==> config.mk <==
export PLATFORM = sky130hd
export DESIGN_NAME = rr_arbiter8
export DESIGN_NICKNAME = d
export VERILOG_FILES = /design/src/rtl/rr_arbiter8.sv
export SDC_FILE = /design/constraint.sdc
export NUM_CORES = 1
export LEC_CHECK = 0
export ABC_CLOCK_PERIOD_IN_PS = 4900
export CORE_UTILIZATION = 55
export DETAILED_ROUTE_END_ITERATION = 7
export PLACE_DENSITY = 0.84
export SETUP_SLACK_MARGIN = 0.3
export SYNTH_ARGS = -nofsm -noshare
export SYNTH_HDL_FRONTEND = slang
export SYNTH_SLANG_ARGS = --single-unit
==> constraint.sdc <==
create_clock -name clk -period 4.9 [get_ports clk]
set_clock_uncertainty 0.05 [all_clocks]
set_input_delay 0.98 -clock clk [delete_from_list [all_inputs] [get_ports clk]]
set_output_delay 0.98 -clock clk [all_outputs]
set_load 0.01 [all_outputs]
==> src/rtl/rr_arbiter8.sv <==
// rr_arbiter8: round-robin arbiter for 8 requesters sharing one datapath.
// The grant is held while the owner keeps its request high. On release,
// the search starts just after the last owner, so the next grant is issued
// with no idle gap.
//
// Optional feature (macro ARB_TIMEOUT_EN): the hold-time limit HOLD_MAX
// forces a release after HOLD_MAX consecutive cycles of one owner, and
// to_pulse flags that forced release for one cycle.
//
// state  | meaning
// S_IDLE | no grant active; searching all 8 requesters after r_last
// S_GRANT| r_idx owns the resource; gnt is the one-hot decode of r_idx
module rr_arbiter8 #(
  parameter int HOLD_MAX = 16
) (
  input  logic       clk,
  input  logic       rst,
  input  logic [7:0] req,
  output logic [7:0] gnt,
  output logic [2:0] gnt_idx,
  output logic       gnt_vld,
  output logic       to_pulse
);

  typedef enum logic {
    S_IDLE  = 1'b0,
    S_GRANT = 1'b1
  } state_t;

  state_t     r_state, w_state_nxt;
  logic [2:0] r_idx, w_idx_nxt;
  logic [2:0] r_last, w_last_nxt;
  logic       r_vld, w_vld_nxt;
  logic [7:0] r_gnt, w_gnt_nxt;
  logic [3:0] w_scan_all;
  logic [3:0] w_scan_rel;

  // Returns {found, index}: first requester after f_after, wrapping modulo 8.
  // f_after itself is examined last, and only when f_incl_after is set.
  function automatic logic [3:0] f_scan(input logic [7:0] f_req,
                                        input logic [2:0] f_after,
                                        input logic       f_incl_after);
    logic [3:0] res;
    logic [2:0] cand;
    res = 4'b0000;
    // Walk from the far end back toward f_after+1 so the nearest hit wins.
    for (int i = 8; i >= 1; i--) begin
      cand = f_after + 3'(i);
      if (f_req[cand] && ((i < 8) || f_incl_after)) begin
        res = {1'b1, cand};
      end
    end
    return res;
  endfunction

  assign w_scan_all = f_scan(req, r_last, 1'b1);
  // While granted, r_last equals the current owner, so excluding it drops the
  // owner from the release search.
  assign w_scan_rel = f_scan(req, r_last, 1'b0);

`ifdef ARB_TIMEOUT_EN
  localparam logic [7:0] LP_TC = 8'(HOLD_MAX - 1);

  logic [7:0] r_cnt, w_cnt_nxt;
  logic       r_to, w_to_nxt;
  logic [3:0] w_scan_to;

  // A forced release also considers the current owner, placed last.
  assign w_scan_to = f_scan(req, r_idx, 1'b1);
  assign to_pulse  = r_to;
`else
  logic w_unused_hold;

  // The hold limit only matters when the timeout is built.
  assign w_unused_hold = ^(8'(HOLD_MAX));
  assign to_pulse      = 1'b0;
`endif

  // Next-state and next-output decision for both FSM states.
  always_comb begin
    w_state_nxt = r_state;
    w_idx_nxt   = r_idx;
    w_last_nxt  = r_last;
    w_vld_nxt   = r_vld;
`ifdef ARB_TIMEOUT_EN
    w_cnt_nxt   = r_cnt;
    w_to_nxt    = 1'b0;
`endif
    case (r_state)
      S_IDLE: begin
        if (w_scan_all[3]) begin
          w_state_nxt = S_GRANT;
          w_idx_nxt   = w_scan_all[2:0];
          w_last_nxt  = w_scan_all[2:0];
          w_vld_nxt   = 1'b1;
`ifdef ARB_TIMEOUT_EN
          w_cnt_nxt   = 8'd0;
`endif
        end
      end
      S_GRANT: begin
        if (!req[r_idx]) begin
          if (w_scan_rel[3]) begin
            w_idx_nxt  = w_scan_rel[2:0];
            w_last_nxt = w_scan_rel[2:0];
          end else begin
            w_state_nxt = S_IDLE;
            w_idx_nxt   = 3'd0;
            w_vld_nxt   = 1'b0;
          end
`ifdef ARB_TIMEOUT_EN
          w_cnt_nxt = 8'd0;
        end else if (r_cnt == LP_TC) begin
          // The owner is always a candidate here, so a winner is guaranteed.
          w_idx_nxt  = w_scan_to[2:0];
          w_last_nxt = w_scan_to[2:0];
          w_cnt_nxt  = 8'd0;
          w_to_nxt   = 1'b1;
        end else begin
          w_cnt_nxt = r_cnt + 8'd1;
`endif
        end
      end
    endcase
    w_gnt_nxt = w_vld_nxt ? (8'b0000_0001 << w_idx_nxt) : 8'h00;
  end

  // State and registered outputs; reset starts with requester 0 on top.
  always_ff @(posedge clk or posedge rst) begin
    if (rst) begin
      r_state <= S_IDLE;
      r_idx   <= 3'd0;
      r_last  <= 3'd7;
      r_vld   <= 1'b0;
      r_gnt   <= 8'h00;
`ifdef ARB_TIMEOUT_EN
      r_cnt   <= 8'd0;
      r_to    <= 1'b0;
`endif
    end else begin
      r_state <= w_state_nxt;
      r_idx   <= w_idx_nxt;
      r_last  <= w_last_nxt;
      r_vld   <= w_vld_nxt;
      r_gnt   <= w_gnt_nxt;
`ifdef ARB_TIMEOUT_EN
      r_cnt   <= w_cnt_nxt;
      r_to    <= w_to_nxt;
`endif
    end
  end

  assign gnt     = r_gnt;
  assign gnt_idx = r_idx;
  assign gnt_vld = r_vld;

endmodule

* After elaboration in Yosys (flattened, before gate mapping)
Cells that the tools add are included.
** Storage, ports and cells
- Flip-flop bits (word level) :: 16
** Cells by class
- Add/subtract/negate cells :: 7
- $lt $le $gt $ge :: 9
- Equal/unequal tests :: 3
- Shifts and indexed selects :: 1
- Multiplexer cells :: 50
- Bitwise operators :: 1
- Reductions and logical operators :: 1
** Operators by type and width (count)
- two-way mux 4 bit :: 15
- less-than comparator 3 x 4 -> 1 bit, second input constant :: 9
- binary-select mux 1 bit (select 3 bit) :: 9
- two-way mux 3 bit :: 6
- two-way mux 1 bit :: 15
- adder 3 bit, second input constant :: 4
- case mux 3 bit (2 select lines) :: 2
- two-way mux 8 bit :: 1
- << shifter 1 x 3 -> 8 bit, first input constant :: 1
- adder 3 x 2 -> 3 bit, second input constant :: 2
- inequality test 2 bit, second input constant :: 2
- case mux 1 bit (2 select lines) :: 2
- adder 3 x 1 -> 3 bit, second input constant :: 1
- AND reduction 3 bit :: 1
- inequality test 2 x 1 -> 1 bit, second input constant :: 1
- NOT 1 bit :: 1

* Depth between registers and ports, before layout
- Depth in word-level cells :: 15
- Depth in mapped cells :: 14
- Gate-level depth less buffers :: 10

* Worst setup path after synthesis
No wires, ideal clock.
- Path type :: register to register
- From :: register r_last[0]
- To :: register r_gnt[5] (netlist: gnt[5])
- Setup time :: 0.105 ns
- Data arrival time :: 3.609 ns
- Data required time :: 4.745 ns
- Slack :: 1.136 ns
- Stages on the path, launching flop included :: 14
- Path buffers :: 4
- Cells stage by stage :: dfstp_2 -> buf_6 -> buf_6 -> buf_2 -> inv_1 -> ha_1 -> clkbuf_1 -> xnor2_1 -> mux4_2 -> or3_1 -> a31oi_1 -> a211oi_1 -> or3b_4 -> nor4b_1
** On the way
- Longest elaborated chain between the ends :: 15
** Ends and longest elaborated chain
- start, declared :: RTL line 32 : logic [2:0] r_last, w_last_nxt;
- start signal, assigned :: RTL line 143 : r_last <= w_last_nxt;
- adder 3 bit :: RTL line 48 : cand = f_after + 3'(i);
- binary-select mux 1 bit (select 3 bit) :: RTL line 49 : if (f_req[cand] && ((i < 8) || f_incl_after)) begin
- two-way mux 1 bit (not written as such) :: RTL line 49
- two-way mux 4 bit (7 in a row) :: RTL line 49
- two-way mux 3 bit :: RTL line 103 : if (w_scan_rel[3]) begin
- two-way mux 3 bit :: RTL line 102 : if (!req[r_idx]) begin
- case mux 3 bit (2 select lines) :: RTL line 89 : case (r_state)
- << shifter 1 x 3 -> 8 bit :: RTL line 125 : w_gnt_nxt = w_vld_nxt ? (8'b0000_0001 << w_idx_nxt) : 8'h00;
- two-way mux 8 bit * :: RTL line 125
- named net w_gnt_nxt[5] :: RTL line 34 : logic [7:0] r_gnt, w_gnt_nxt;
- end signal, assigned :: RTL line 145 : r_gnt <= w_gnt_nxt;
- end, declared :: RTL line 34
The timed path passes the listed nets; every way through them passes the cells marked *. The select of a mux whose other input is x is not followed.
A chain may end at the register's enable or synchronous reset.

* Worst setup path after layout
- From :: input port req[5]
- To :: register r_gnt[3] (netlist: gnt[3])
** On the way
- Longest elaborated chain between the ends :: 14
** Ends and longest elaborated chain
- start, declared :: RTL line 18 : input logic [7:0] req,
- binary-select mux 1 bit (select 3 bit) (on tied branches)
- two-way mux 1 bit (not written as such) :: RTL line 49
- two-way mux 4 bit (7 in a row) :: RTL line 49
- two-way mux 3 bit / two-way mux 4 bit (equally long branches) :: RTL line 103, 49
- two-way mux 3 bit (on tied branches) :: RTL line 102, 91
- case mux 3 bit (2 select lines) * :: RTL line 89
- named net w_idx_nxt[2] :: RTL line 31 : logic [2:0] r_idx, w_idx_nxt;
- << shifter 1 x 3 -> 8 bit * :: RTL line 125
- two-way mux 8 bit * :: RTL line 125
- named net w_gnt_nxt[3] :: RTL line 34
Marks and branches as above.

==> results.yml <==
timing:
  worst_slew_pin_slew_ns: 0.775
  period_share_pct: 86.5
  worst_slew_margin_rel_pct: 48.2
  fin_setup_tns_ns: 0
  setup_viol: 0
  period_needed_ns: 4.24
  final_max_slew_viol_count: 0
  rsz0062_at_grt: "false"
  finalHoldViolCount: 0
  fmax_mhz: 236
synthesis:
  synth_top_family_by_area: "multiplexers"
  synthXorXnorAreaFrac_pct: 3.30
  avgSynthCellArea_um2: 10.6
  ys_types: 68
  yosysSeqAreaShare_pct: 19.4
  yosys_most_used_dff: "dfrtp_1"
  yosys_warnings: 0
  netlist_area_mm2: 0.00208
  async_flop_share_pct: 100
  synthAdderAreaFrac_pct: 1.20
  synth_compound_area_share_pct: 21.2
  synth_nets: 209
  synth_edf_count: 0
  synthCells: 197
  synthMuxAreaShare_pct: 31.9
  synth-simple-area-share_pct: 16.1
  ys_ff_latch: 16
cells_and_area:
  final_common_cell: "clkdlybuf4s50_1"
  num_antenna_cells: 0
  fin_util_pct: 63.3
  final_cell_mix: "clkdlybuf4s50_1, mux4_2, nor2_1, dfrtp_1, mux2i_1"
  nNetsFinal: 220
  nFillCells: 298
  syn2layout_area_growth_pct: 11.1
  final_area_mm2: 0.00232
  drive_gt1_share_pct: 24.2
min_path:
  hold_class: "flip-flop to flip-flop"
clock_tree:
  cts-root-buf: "clkbuf_8"
  cts_made_buffers: 3
  htree_levels: 1
  clock_latency_ns: 0.25
  cts_resized: 0
  cts_setup_buffers: 0
  tritoncts: "yes"
  cts_num_sinks: 16
  clk_pin_slew_worst_paths_ns: 0.07
  clock_path_buffers: 2
  cts_hold_buf: 0
setup_path:
  rr_worst_depth: 10
  end_kind: "flip-flop"
  cp_max_fo: 12
  r2r_slack_ns: 0.98
  endpoint: "gnt[3]"
  cp.arrival_ns: 4.33
  cp-startpoint: "req[5]"
  start_kind: "input pin"
  r2r_end: "gnt[3]"
  cp.required_ns: 4.99
  r2r_start: "r_last[0]"
  crit_type: "input pin to flip-flop"
routing:
  wl_met2_mm: 2.43
  wl_met1_mm: 2.17
  drc: 0
  wl_per_cell_um: 19.7
  detail_route.first_pass.iterations: 5
  via_per_inst: 7.15
  highest_layer: "met4"
  wirelength_mm: 5.02
  drtIter0Drc: 124
  route.met3.wl_um: 356
  vias: 1824
  ant_nets: 0
placed_design:
  placed_area_mm2: 0.00226
  dp_hpwl_mm: 3.79
  globalplace.congestion: 1.01
  numPortBuffers: 21
global_route:
  overflow: 0
  grt_start_max_net_pins: 25
  grt.total_usage_pct: 27.1
  antenna_found_initial: 0
  grt_pass1_wl_mm: 8.49
  grt_pass1_vias: 1675
die:
  num_rows: 22
  initial_core_util_pct: 56.9
  die_y_um: 63.6
  die_w_um: 63.6
  design.die.area_mm2: 0.00404
  ios: 23
  core_area_mm2: 0.00366
outcome:
  status: "complete, no violations"
flow_run:
  drv_cap: 0
[critical path, cell delays in order]
cell             delay [ns]
clkdlybuf4s50_1        0.62
mux4_2                 0.60
mux2_2                 0.33
nor4_2                 0.67
a2111oi_1              0.21
a2111oi_4              0.42
inv_2                  0.15
a211oi_1               0.32
[stage by stage]
stage,hold slack [ns],worst slack (ns),cells
6_report,0.526,0.664,255
5_1_grt,0.551,0.499,255
4_1_cts,0.529,0.795,255
3_5_place_dp,0.518,0.541,251
3_3_place_gp,0.520,0.592,251
2_1_floorplan,0.532,1.14,197
[sequential cells by signal (all words and copies together) (netlist names)]
signal,count
gnt,8
r_state,1
gnt_idx,3
gnt_vld,1
r_last,3
[worst min path at each step]
stage	from	end	depth (start not counted)
after global placement	gnt_vld	gnt_vld	2
after CTS	gnt_vld	gnt_vld	2
after floorplan	gnt_vld	gnt_vld	2
after global routing	gnt_vld	gnt_vld	2
final	gnt_vld	gnt_vld	2
after detailed placement	gnt_vld	gnt_vld	2
[layer usage]
layer  up-vias  global-route usage (%)
met2        96                    39.4
met4         0                    7.39
li1        811                       -
met5         -                       0
met3         8                    3.80
met1       909                    41.6
[Yosys cell counts, types with 3 or more instances]
cell type	n	area [um^2]
a211oi_1	8	60.1
a21oi_1	9	45.0
a22o_1	4	35.0
buf_2	7	35.0
buf_6	3	33.8
clkbuf_1	3	11.3
dfrtp_1	13	325
dfstp_2	3	78.8
inv_1	6	22.5
mux2_2	7	78.8
mux2i_1	11	110
mux4_2	17	383
nand2_1	9	33.8
nor2_1	13	48.8
nor3_1	3	15.0
nor4b_1	3	26.3
o21ai_0	5	25.0
o21ai_1	3	15.0
or3_1	5	31.3
xnor2_1	4	35.0
[final cells by class]
cell class                 count  area, um^2  area share, %
multi-input combinational    156        1540           66.6
tap                           48        60.1           2.59
sequential                    16         404           17.5
clock buffer                   4        55.1           2.38
inverter                       8        30.0           1.30
timing repair buffer          23         225           9.72
[cells by family after synthesis]
family | count (synthesis)
compound gates | 54
xor+xnor | 7
fa+ha+maj | 2
buf+inv | 25
flops | 16
mux | 39
other cells | 1
simple gates | 53
Power is not shown: default switching activity piles up to over one toggle a cycle in this logic, so the estimate is an artifact.
